[src/rtl/buf_pkg.sv]
// Shared definitions for the byte-to-word buffer packer.
package buf_pkg;

    // Capture state: waiting for start, packing bytes, or buffer exhausted.
    typedef enum logic [1:0] {
        ST_IDLE = 2'd0,
        ST_PACK = 2'd1,
        ST_FULL = 2'd2
    } state_t;

    localparam int BYTES_PER_WORD = 4;
    localparam int DEFAULT_ADDR_W = 14;
    localparam int LANE_W         = $clog2(BYTES_PER_WORD);

endpackage

[src/rtl/buf_packer.sv]
// Packs a valid/ready byte stream into little-endian 32-bit words and writes
// them to a word-addressed buffer. A capture is armed by start and finishes on
// in_last (flushing any partial word) or, without wrap, when the buffer fills.
//
// Handshake: a byte transfers on a rising clock edge where in_valid and
// in_ready are both high; in_ready depends only on the registered state, and
// the producer may hold in_valid high for consecutive bytes (one per cycle).
module buf_packer
    import buf_pkg::*;
#(
    parameter int ADDR_W = DEFAULT_ADDR_W,
    parameter int WRAP   = 0
) (
    input  logic              clock,
    input  logic              reset,
    input  logic              start,
    input  logic              in_valid,
    output logic              in_ready,
    input  logic [7:0]        in_data,
    input  logic              in_last,
    output logic              wren,
    output logic [ADDR_W-1:0] address,
    output logic [31:0]       data,
    output logic              busy,
    output logic              full,
    output logic              overflow,
    output logic [ADDR_W:0]   word_count,
    output logic [1:0]        state_dbg_o
);

    localparam logic [ADDR_W:0]   COUNT_MAX = {1'b1, {ADDR_W{1'b0}}};
    localparam logic [ADDR_W-1:0] PTR_LAST  = '1;
    localparam logic [LANE_W-1:0] LANE_LAST = LANE_W'(BYTES_PER_WORD - 1);

    state_t              state_q, state_d;
    logic [LANE_W-1:0]   lane_q, lane_d;
    logic [31:0]         asm_q, asm_d;
    logic [ADDR_W-1:0]   ptr_q, ptr_d;
    logic [ADDR_W:0]     count_q, count_d;
    logic                ovf_q, ovf_d;
    logic                wren_q, wren_d;
    logic [ADDR_W-1:0]   addr_q, addr_d;
    logic [31:0]         data_q, data_d;

    logic                accept;
    logic [31:0]         word;

    assign in_ready    = (state_q != ST_IDLE);
    assign busy        = (state_q != ST_IDLE);
    assign full        = (state_q == ST_FULL);
    assign accept      = in_valid && in_ready;
    assign wren        = wren_q;
    assign address     = addr_q;
    assign data        = data_q;
    assign overflow    = ovf_q;
    assign word_count  = count_q;
    assign state_dbg_o = state_q;

    // State and datapath registers; reset drops any partial word silently.
    always_ff @(posedge clock or posedge reset) begin
        if (reset) begin
            state_q <= ST_IDLE;
            lane_q  <= '0;
            asm_q   <= '0;
            ptr_q   <= '0;
            count_q <= '0;
            ovf_q   <= 1'b0;
            wren_q  <= 1'b0;
            addr_q  <= '0;
            data_q  <= '0;
        end else begin
            state_q <= state_d;
            lane_q  <= lane_d;
            asm_q   <= asm_d;
            ptr_q   <= ptr_d;
            count_q <= count_d;
            ovf_q   <= ovf_d;
            wren_q  <= wren_d;
            addr_q  <= addr_d;
            data_q  <= data_d;
        end
    end

    // Next-state logic: start wins over everything, then per-state packing.
    always_comb begin
        state_d = state_q;
        lane_d  = lane_q;
        asm_d   = asm_q;
        ptr_d   = ptr_q;
        count_d = count_q;
        ovf_d   = ovf_q;
        wren_d  = 1'b0;
        addr_d  = addr_q;
        data_d  = data_q;

        // The assembly register is kept zero above the current lane, so
        // merging the new byte also zero-fills the lanes of a partial word.
        word = asm_q;
        word[{lane_q, 3'b000} +: 8] = in_data;

        if (start) begin
            state_d = ST_PACK;
            lane_d  = '0;
            asm_d   = '0;
            ptr_d   = '0;
            count_d = '0;
            ovf_d   = 1'b0;
        end else begin
            case (state_q)
                ST_PACK: begin
                    if (accept) begin
                        if (lane_q == LANE_LAST || in_last) begin
                            wren_d  = 1'b1;
                            addr_d  = ptr_q;
                            data_d  = word;
                            ptr_d   = ptr_q + 1'b1;
                            count_d = (count_q == COUNT_MAX) ? count_q : count_q + 1'b1;
                            asm_d   = '0;
                            lane_d  = '0;
                            // Running out of buffer outranks end of capture.
                            if (WRAP == 0 && ptr_q == PTR_LAST) begin
                                state_d = ST_FULL;
                            end else if (in_last) begin
                                state_d = ST_IDLE;
                            end
                        end else begin
                            asm_d  = word;
                            lane_d = lane_q + 1'b1;
                        end
                    end
                end
                ST_FULL: begin
                    // Bytes keep draining so the source never stalls.
                    if (accept) begin
                        ovf_d = 1'b1;
                    end
                end
                default: begin
                end
            endcase
        end
    end

endmodule

[config.mk]
export PLATFORM = sky130hd
export DESIGN_NAME = buf_packer
export DESIGN_NICKNAME = d
export VERILOG_FILES = /design/src/rtl/buf_pkg.sv /design/src/rtl/buf_packer.sv
export SDC_FILE = /design/constraint.sdc
export NUM_CORES = 1
export LEC_CHECK = 0
export BUFFER_PORTS_ARGS = -buffer_cell sky130_fd_sc_hd__buf_2
export CORE_ASPECT_RATIO = 1.5
export CORE_MARGIN = 2
export CORE_UTILIZATION = 38
export CTS_CLUSTER_SIZE = 30
export DETAILED_ROUTE_END_ITERATION = 16
export GPL_TIMING_DRIVEN = 0
export PLACE_DENSITY = 0.54
export SLEW_MARGIN = 15
export SYNTH_ARGS = -nofsm -noshare
export SYNTH_HDL_FRONTEND = slang
export SYNTH_SLANG_ARGS = --single-unit
[constraint.sdc]
create_clock -name clock -period 5.7 [get_ports clock]
set_clock_uncertainty 0.15 [all_clocks]
set_input_delay 1.14 -clock clock [delete_from_list [all_inputs] [get_ports clock]]
set_output_delay 1.14 -clock clock [all_outputs]
set_load 0.02 [all_outputs]
==> impl_summary.log, run 1 <==
[metrics] outcome: completed
[metrics] Setup Total Neg Slack: 0 ns
[metrics] total number of vias: 4395
[metrics] slowest cell on the critical path: dfrtp_1
[metrics] clock latency on the worst-skew pair: 0.40 ns
[metrics] worst path arrival time: 1.41 ns
[metrics] Leakage: 3.00 nW
[metrics] cell chosen for the clock root: clkbuf_16
[metrics] die height: roughly 150 um
[metrics] core footprint: 13500 um2
[metrics] FMAX: ~370 MHz
[metrics] placement row count: 52
[metrics] wire length per cell after detailed routing: about 18 um
[metrics] largest stage delay on the critical path: 0.41 ns
[metrics] number of warnings issued by yosys: 0
[metrics] quantity of gates resized following cts: 0
[metrics] CTS H-tree depth: 4
[metrics] Setup WS post-layout: roughly 3.0 ns
[metrics] antenna viol nets, final: 0
[metrics] PortBufs: 72
[metrics] endpoint of the lowest-slack register-to-register path: asm_q[7]$_DFFE_PP0P_
[metrics] Cells on Worst Hold Path: 2
[metrics] number of buffers inserted during clock tree synthesis: 17
[metrics] total routed wirelength: 14.0 mm
[metrics] layout overhead on the synthesized area: 23.0%
[metrics] final cell count without fillers: 779
[metrics] required time reported for the critical path endpoint: between 4 and 5 ns
[metrics] largest net degree at the start of global routing: 67
[metrics] final-stage net count: 626
[metrics] final worst-path cycle share: a little under half
[metrics] unrepaired setup endpoints after global routing: false
[metrics] CP max FO: 5
[metrics] post-route total power: 2.17 mW
[metrics] Critical Path Source Type: register
[metrics] Worst Max-Slew Pin Slew: 0.627 ns
[metrics] layout cells sized above 1: a little over a fifth
[metrics] CTS Sinks: 113
[metrics] Seq/Total Area, Yosys: 54.3%
[metrics] M1 wire length: 5.80 mm
[metrics] element type at the critical path end: primary output
[metrics] instance count of the mapped netlist: 512
[metrics] area taken by multi-input logic gates: 2160 um2
[metrics] path length in cells of the critical path: 3
[metrics] CTS tree: done
[metrics] Final Critical Period: 2.70 ns
[metrics] iteration-0 DRC count of the detailed router: 185
[metrics] number of inserted filler cells in the final layout: ~1300
[metrics] vias in the first global route: 4424
[metrics] synthesized cell area: 5210 um2
[metrics] worst hold path startpoint: address[5]$_DFFE_PP0P_
[metrics] overall track demand over capacity in global routing: 19.9%
[metrics] path type of the worst min-delay path: reg -> reg
[metrics] number of setup buffers added after CTS: 0
[metrics] launch point of the worst path: state_dbg_o[1]$_DFFE_PP0P_
[metrics] total die area: approximately 15000 um2
[metrics] type of the worst setup path: reg -> out
[metrics] Netlist cell types: 48
[metrics] total met2 wirelength after detailed routing: 7.49 mm
[metrics] crit path cell chain: or2_2, buf_4, buf_2
[metrics] total nets after synthesis: 534
[metrics] initial core utilization: 38.7%
[metrics] detailed-routing iteration count for the pre-antenna-repair pass: 4
[metrics] Syn Area/Cell: just over 10 um2
[metrics] combined buffer and inverter count along the critical path: 2
[metrics] count of final max-slew check failures: 0
[metrics] top layer used by detailed routing: met4
[metrics] Sequential Area: 2830 um2
[metrics] last weighted congestion value of the routability-driven placer: 0.789
[metrics] length of routed met3 wiring: 461 um
[metrics] Final Cell Area: 6410 um2
[metrics] Post-DP Area: 5810 um2
[metrics] placed wire-length estimate after detailed placement: 9.90 mm
[metrics] Inst Count DP: 747
[metrics] antenna violations before repair: 0
[metrics] Reg2Reg Setup Slack: between 3 and 4 ns
[metrics] Reg-to-Reg Start: lane_q[0]$_DFFE_PP0P_
[metrics] clock transition at the registers of the reported paths: 0.06 ns
[metrics] Hold Fails Final Rpt: 0
[metrics] synthesized flop and latch total: about 110
[metrics] maximum ir drop on the vdd rail: 0.000184 V
[metrics] hold-fix buffer count after cts: 0
[metrics] max-cap violations: 0
[metrics] global-route wire length before repair: ~23 mm
[metrics] die outline width: ~100 um
[metrics] family of cells with the greatest summed delay on the critical path: flip-flops
[metrics] max_slew headroom: 57.9%
[metrics] worst min-delay path endpoint: address[5]$_DFFE_PP0P_
[metrics] mean number of vias per cell: 5.64
[metrics] worst slack at placement: 2.74 ns
[metrics] power density over the cells: approximately 340 nW/um2
[metrics] final setup vio count: 0
[metrics] count of inserted antenna diode cells: 0
[metrics] FF-to-FF path depth: 8
[metrics] global route total overflow: 0
[metrics] # IOs: 81
[metrics] drt drc: 0
[metrics] largest buffer count on any clock path: 2
## cells in the mapped netlist (all sizes together)
cell,instances,share of area (%)
clkinv,1,0.072
or3,5,0.60
buf,20,2.0
a21o,1,0.14
inv,12,0.86
nand2,65,4.7
or2b,1,0.14
o21bai,1,0.14
and2,2,0.24
nand3b,3,0.43
o311ai,1,0.17
nand4,8,0.96
a32oi,11,1.8
o22ai,1,0.12
o21ai,22,2.3
dfrtp,113,54
clkbuf,19,1.4
nor4b,1,0.17
a221oi,21,3.5
or4,14,2.0
a22o,34,5.7
and4,6,1.0
nor3,3,0.29
nor3b,2,0.29
nor2,56,4.1
o211ai,2,0.29
nor2b,13,1.6
o31ai,14,2.0
o21ba,1,0.19
nor4,6,0.72
and4bb,1,0.24
mux2,7,1.5
a41oi,1,0.17
or2,4,0.48
nand3,10,0.96
ha,9,2.2
a21oi,17,1.6
mux2i,1,0.19
and3,3,0.36
## where the power goes
group          switching, mW  internal, mW  total [mW]
sequential            0.0287         0.844       0.873
clock                  0.366         0.697        1.06
combinational          0.158        0.0714       0.229
## cell type report
| class | count | area share (%) |
|---|---|---|
| flip-flops and latches | 113 | 44.1 |
| well taps | 162 | 3.16 |
| repair buffers | 73 | 6.05 |
| plain buffers | 39 | 2.75 |
| clock inverters | 10 | 1.66 |
| clock buffers | 22 | 7.71 |
| multi-input cells | 347 | 33.7 |
| inverters | 13 | 0.840 |
## worst register-to-register path: cells and delay by family (launching register included)
family	cells	cell delay, ns
buffers and inverters	4	0.85
AOI/OAI and AO/OA	1	0.21
adders and majority gates	1	0.36
and+or+nand+nor	2	0.34
DFF	1	0.48
## logic make-up (layout without fill, tap and decap cells)
group,after synthesis,after routing,synth area share [%]
AOI/OAI and AO/OA,127,127,18.3
and+or+nand+nor,203,203,19.2
muxes,8,8,1.71
DFF,113,113,54.3
buffers and inverters,52,157,4.32
adders and majority gates,9,9,2.16
## flip-flops by register name, summed over array words and instances (netlist names)
register	count
data	32
word_count	15
overflow	1
wren	1
address	14
asm_q	32
ptr_q	14
lane_q	2
state_dbg_o	2
## stage by stage
| step | utilization [%] | hold WS (ns) |
|---|---|---|
| floorplan | - | 0.316 |
| global placement | 42.9 | 0.307 |
| detailed placement | 43.1 | 0.307 |
| CTS | 47.6 | 0.321 |
| global route | 47.6 | 0.345 |
| finish | 47.6 | 0.316 |
## worst max path at each step
stage / slack, ns / end
global placement: 0.10 / word_count[14]$_DFFE_PP0P_
finish: 3.00 / in_ready
CTS: 2.98 / in_ready
floorplan: 1.42 / address[0]$_DFFE_PP0P_
global route: 2.94 / in_ready
detailed placement: 2.74 / ptr_q[10]$_DFFE_PP0P_
## placed cells by master, fill, tap and decap left out, types with 3 or more instances in the layout
cell type,instances
clkinv_2,6
nand2_1,65
or3_1,5
clkbuf_8,5
o31ai_1,14
inv_1,10
nor4_1,6
or2_2,3
o21ai_2,3
clkbuf_1,18
a21oi_1,17
buf_1,9
mux2_2,7
nand3_1,10
a32oi_1,11
buf_2,80
clkbuf_16,17
nor2b_1,13
o21ai_0,18
nor2_1,55
dfrtp_1,113
ha_1,9
a22o_1,34
and4_1,6
or4_1,14
and3_1,3
nand4_1,8
nand3b_1,3
nor3_1,3
a221oi_1,21
## metal layers
| metal | up-vias | GRT usage, % |
|---|---|---|
| met2 | 117 | 34.7 |
| met1 | 2202 | 24.0 |
| li1 | 2060 | - |
| met5 | - | 0 |
| met3 | 16 | 4.16 |
| met4 | 0 | 7.81 |
Power figures use the tool's default switching activity.
==> run 2, diff against run 1 <==
Clock period 5.7 ns to 2.82 ns, I/O delays scaled along.
==> run 2 against run 1 <==
Setup slack worse by 2.7 ns. Final cell count is 0.26% higher. Core utilization is 0.85 points higher. Power is 120% higher. Wire length is 0.19% higher. Clock power is 130% higher. Die area stayed put. Final area is 1.8% higher. Via count is 0.80% lower. Largest cell class unchanged.
==> impl_summary.log, run 2 (synthesized netlist as in run 1, its figures left out) <==
[metrics] number of inserted filler cells in the final layout: 1288
[metrics] element type at the critical path end: register
[metrics] wire length per cell after detailed routing: between 15 and 20 um
[metrics] overall track demand over capacity in global routing: 20.0%
[metrics] hold-fix buffer count after cts: 1
[metrics] placement row count: 52
[metrics] quantity of gates resized following cts: 0
[metrics] clock transition at the registers of the reported paths: 0.05 ns
[metrics] final-stage net count: between 600 and 700
[metrics] CTS H-tree depth: 4
[metrics] count of final max-slew check failures: 0
[metrics] number of setup buffers added after CTS: 0
[metrics] antenna viol nets, final: 0
[metrics] largest stage delay on the critical path: 0.51 ns
[metrics] total die area: 14700 um2
[metrics] Sequential Area: 2830 um2
[metrics] Leakage: 3.04 nW
[metrics] worst hold slack across all endpoints: about 0.29 ns
[metrics] path type of the worst min-delay path: in -> reg
[metrics] type of the worst setup path: reg -> reg
[metrics] core occupancy in the finished layout: 48.4%
[metrics] mean number of vias per cell: ~5.6
[metrics] post-route total power: 4.68 mW
[metrics] maximum ir drop on the vdd rail: 0.000469 V
[metrics] final setup vio count: 0
[metrics] required time reported for the critical path endpoint: around 3.0 ns
[metrics] placed wire-length estimate after detailed placement: 10.1 mm
[metrics] slowest cell on the critical path: dfrtp_1
[metrics] layout overhead on the synthesized area: 25.2%
[metrics] CP max FO: 9
[metrics] largest net degree at the start of global routing: 36
[metrics] largest buffer count on any clock path: 2
[metrics] Worst Max-Slew Pin Slew: 0.649 ns
[metrics] Critical Path Source Type: register
[metrics] FMAX: 399 MHz
[metrics] iteration-0 DRC count of the detailed router: 165
[metrics] total routed wirelength: about 14 mm
[metrics] highest-count cells in the layout ignoring fill and taps: dfrtp_1, buf_2, nand2_1
[metrics] total number of vias: approximately 4400
[metrics] final worst-path cycle share: 88.8%
[metrics] clock latency on the worst-skew pair: 0.41 ns
[metrics] layout cells sized above 1: 21.8%
[metrics] last weighted congestion value of the routability-driven placer: 0.808
[metrics] global route total overflow: 0
[metrics] die outline width: 99.6 um
[metrics] cell chosen for the clock root: clkbuf_16
[metrics] max_slew headroom: between 50% and 60%
[metrics] initial core utilization: about two fifths
[metrics] CTS Sinks: 113
[metrics] Final Critical Period: 2.50 ns
[metrics] PortBufs: 72
[metrics] vias in the first global route: 4509
[metrics] die height: 147 um
[metrics] crit path cell chain: inv_1, ha_1, inv_1, and4_1, clkbuf_1, nor2b_1, clkbuf_1, a22o_1
[metrics] drt drc: 0
[metrics] Post-DP Area: 5840 um2
[metrics] max-cap violations: 0
[metrics] count of inserted antenna diode cells: 0
[metrics] Final Cell Area: 6520 um2
[metrics] Hold Fails Final Rpt: 0
[metrics] core footprint: 13500 um2
[metrics] antenna violations before repair: 0
[metrics] # IOs: roughly 80
[metrics] worst path arrival time: roughly 2.7 ns
[metrics] unrepaired setup endpoints after global routing: false
[metrics] CTS tree: done
[metrics] most common library cell in the layout ignoring fill and taps: dfrtp_1
[metrics] global-route wire length before repair: ~23 mm
[metrics] number of buffers inserted during clock tree synthesis: 17
[metrics] Setup Total Neg Slack: 0 ns
[metrics] power density over the cells: 718 nW/um2
[metrics] area taken by multi-input logic gates: about 2200 um2
[metrics] detailed-routing iteration count for the pre-antenna-repair pass: 4
[metrics] outcome: completed
## run 2: changes by cell type in the layout (fill, tap and decap cells not counted)
cell           change
bufinv_16          +4
buf_12             +3
clkbuf_8           -2
clkinv_2           -2
buf_16             -1
clkinv_4           -1
clkinvlp_4         +1
dlygate4sd3_1      +1
inv_6              -1
## run 2: final cells by class
cell class                      count  area share [%]
Sequential cell                   113            43.4
Multi-Input combinational cell    347            33.1
Clock buffer                       20            7.16
Timing Repair Buffer               76            6.60
Clock inverter                     11            3.18
Tap cell                          162            3.11
Buffer                             39            2.71
Inverter                           13           0.806
## run 2: power breakdown
part / internal [mW] / switching [mW] / total, mW / leakage [nW]
clock: 1.71 / 0.735 / 2.45 / 0.332
sequential: 1.71 / 0.0566 / 1.76 / 1.52
combinational: 0.150 / 0.321 / 0.471 / 1.19
total: 3.57 / 1.11 / 4.68 / 3.04
## run 2: final timing paths
check / from / endpoint / slack, ns / cells after the start
hold reg to reg: address[4]$_DFFE_PP0P_ / address[4]$_DFFE_PP0P_ / 0.32 / 2
hold / removal: in_valid / overflow$_DFFE_PP0P_ / 0.29 / 3
min in group asynchronous: reset / address[1]$_DFFE_PP0P_ / 0.54 / 3
max in group asynchronous: reset / asm_q[12]$_DFFE_PP0P_ / 1.24 / 5
setup / recovery: lane_q[0]$_DFFE_PP0P_ / asm_q[1]$_DFFE_PP0P_ / 0.32 / 8
setup reg to reg: lane_q[0]$_DFFE_PP0P_ / asm_q[1]$_DFFE_PP0P_ / 0.32 / 8
## run 2: metal layers
metal,global-route usage (%),vias up,part of all wire [%]
met4,9.11,0,2.9
met5,0,-,0
met3,4.78,35,4.6
met1,23.2,2145,41
met2,34.7,115,52
li1,-,2065,-
## run 2: critical path: cells and delay by family, from the launching register on
kind / cells / cell delay, ns
DFF: 1 / 0.51
buffers and inverters: 4 / 0.86
adders and majority gates: 1 / 0.36
AOI/OAI and AO/OA: 1 / 0.20
and+or+nand+nor: 2 / 0.36
## run 2: metrics by stage
step                setup slack, ns  std cells
floorplan                     0.701        512
global placement            -0.0581        746
detailed placement            0.376        749
CTS                           0.351        781
global route                 0.0577        781
finish                        0.315        781
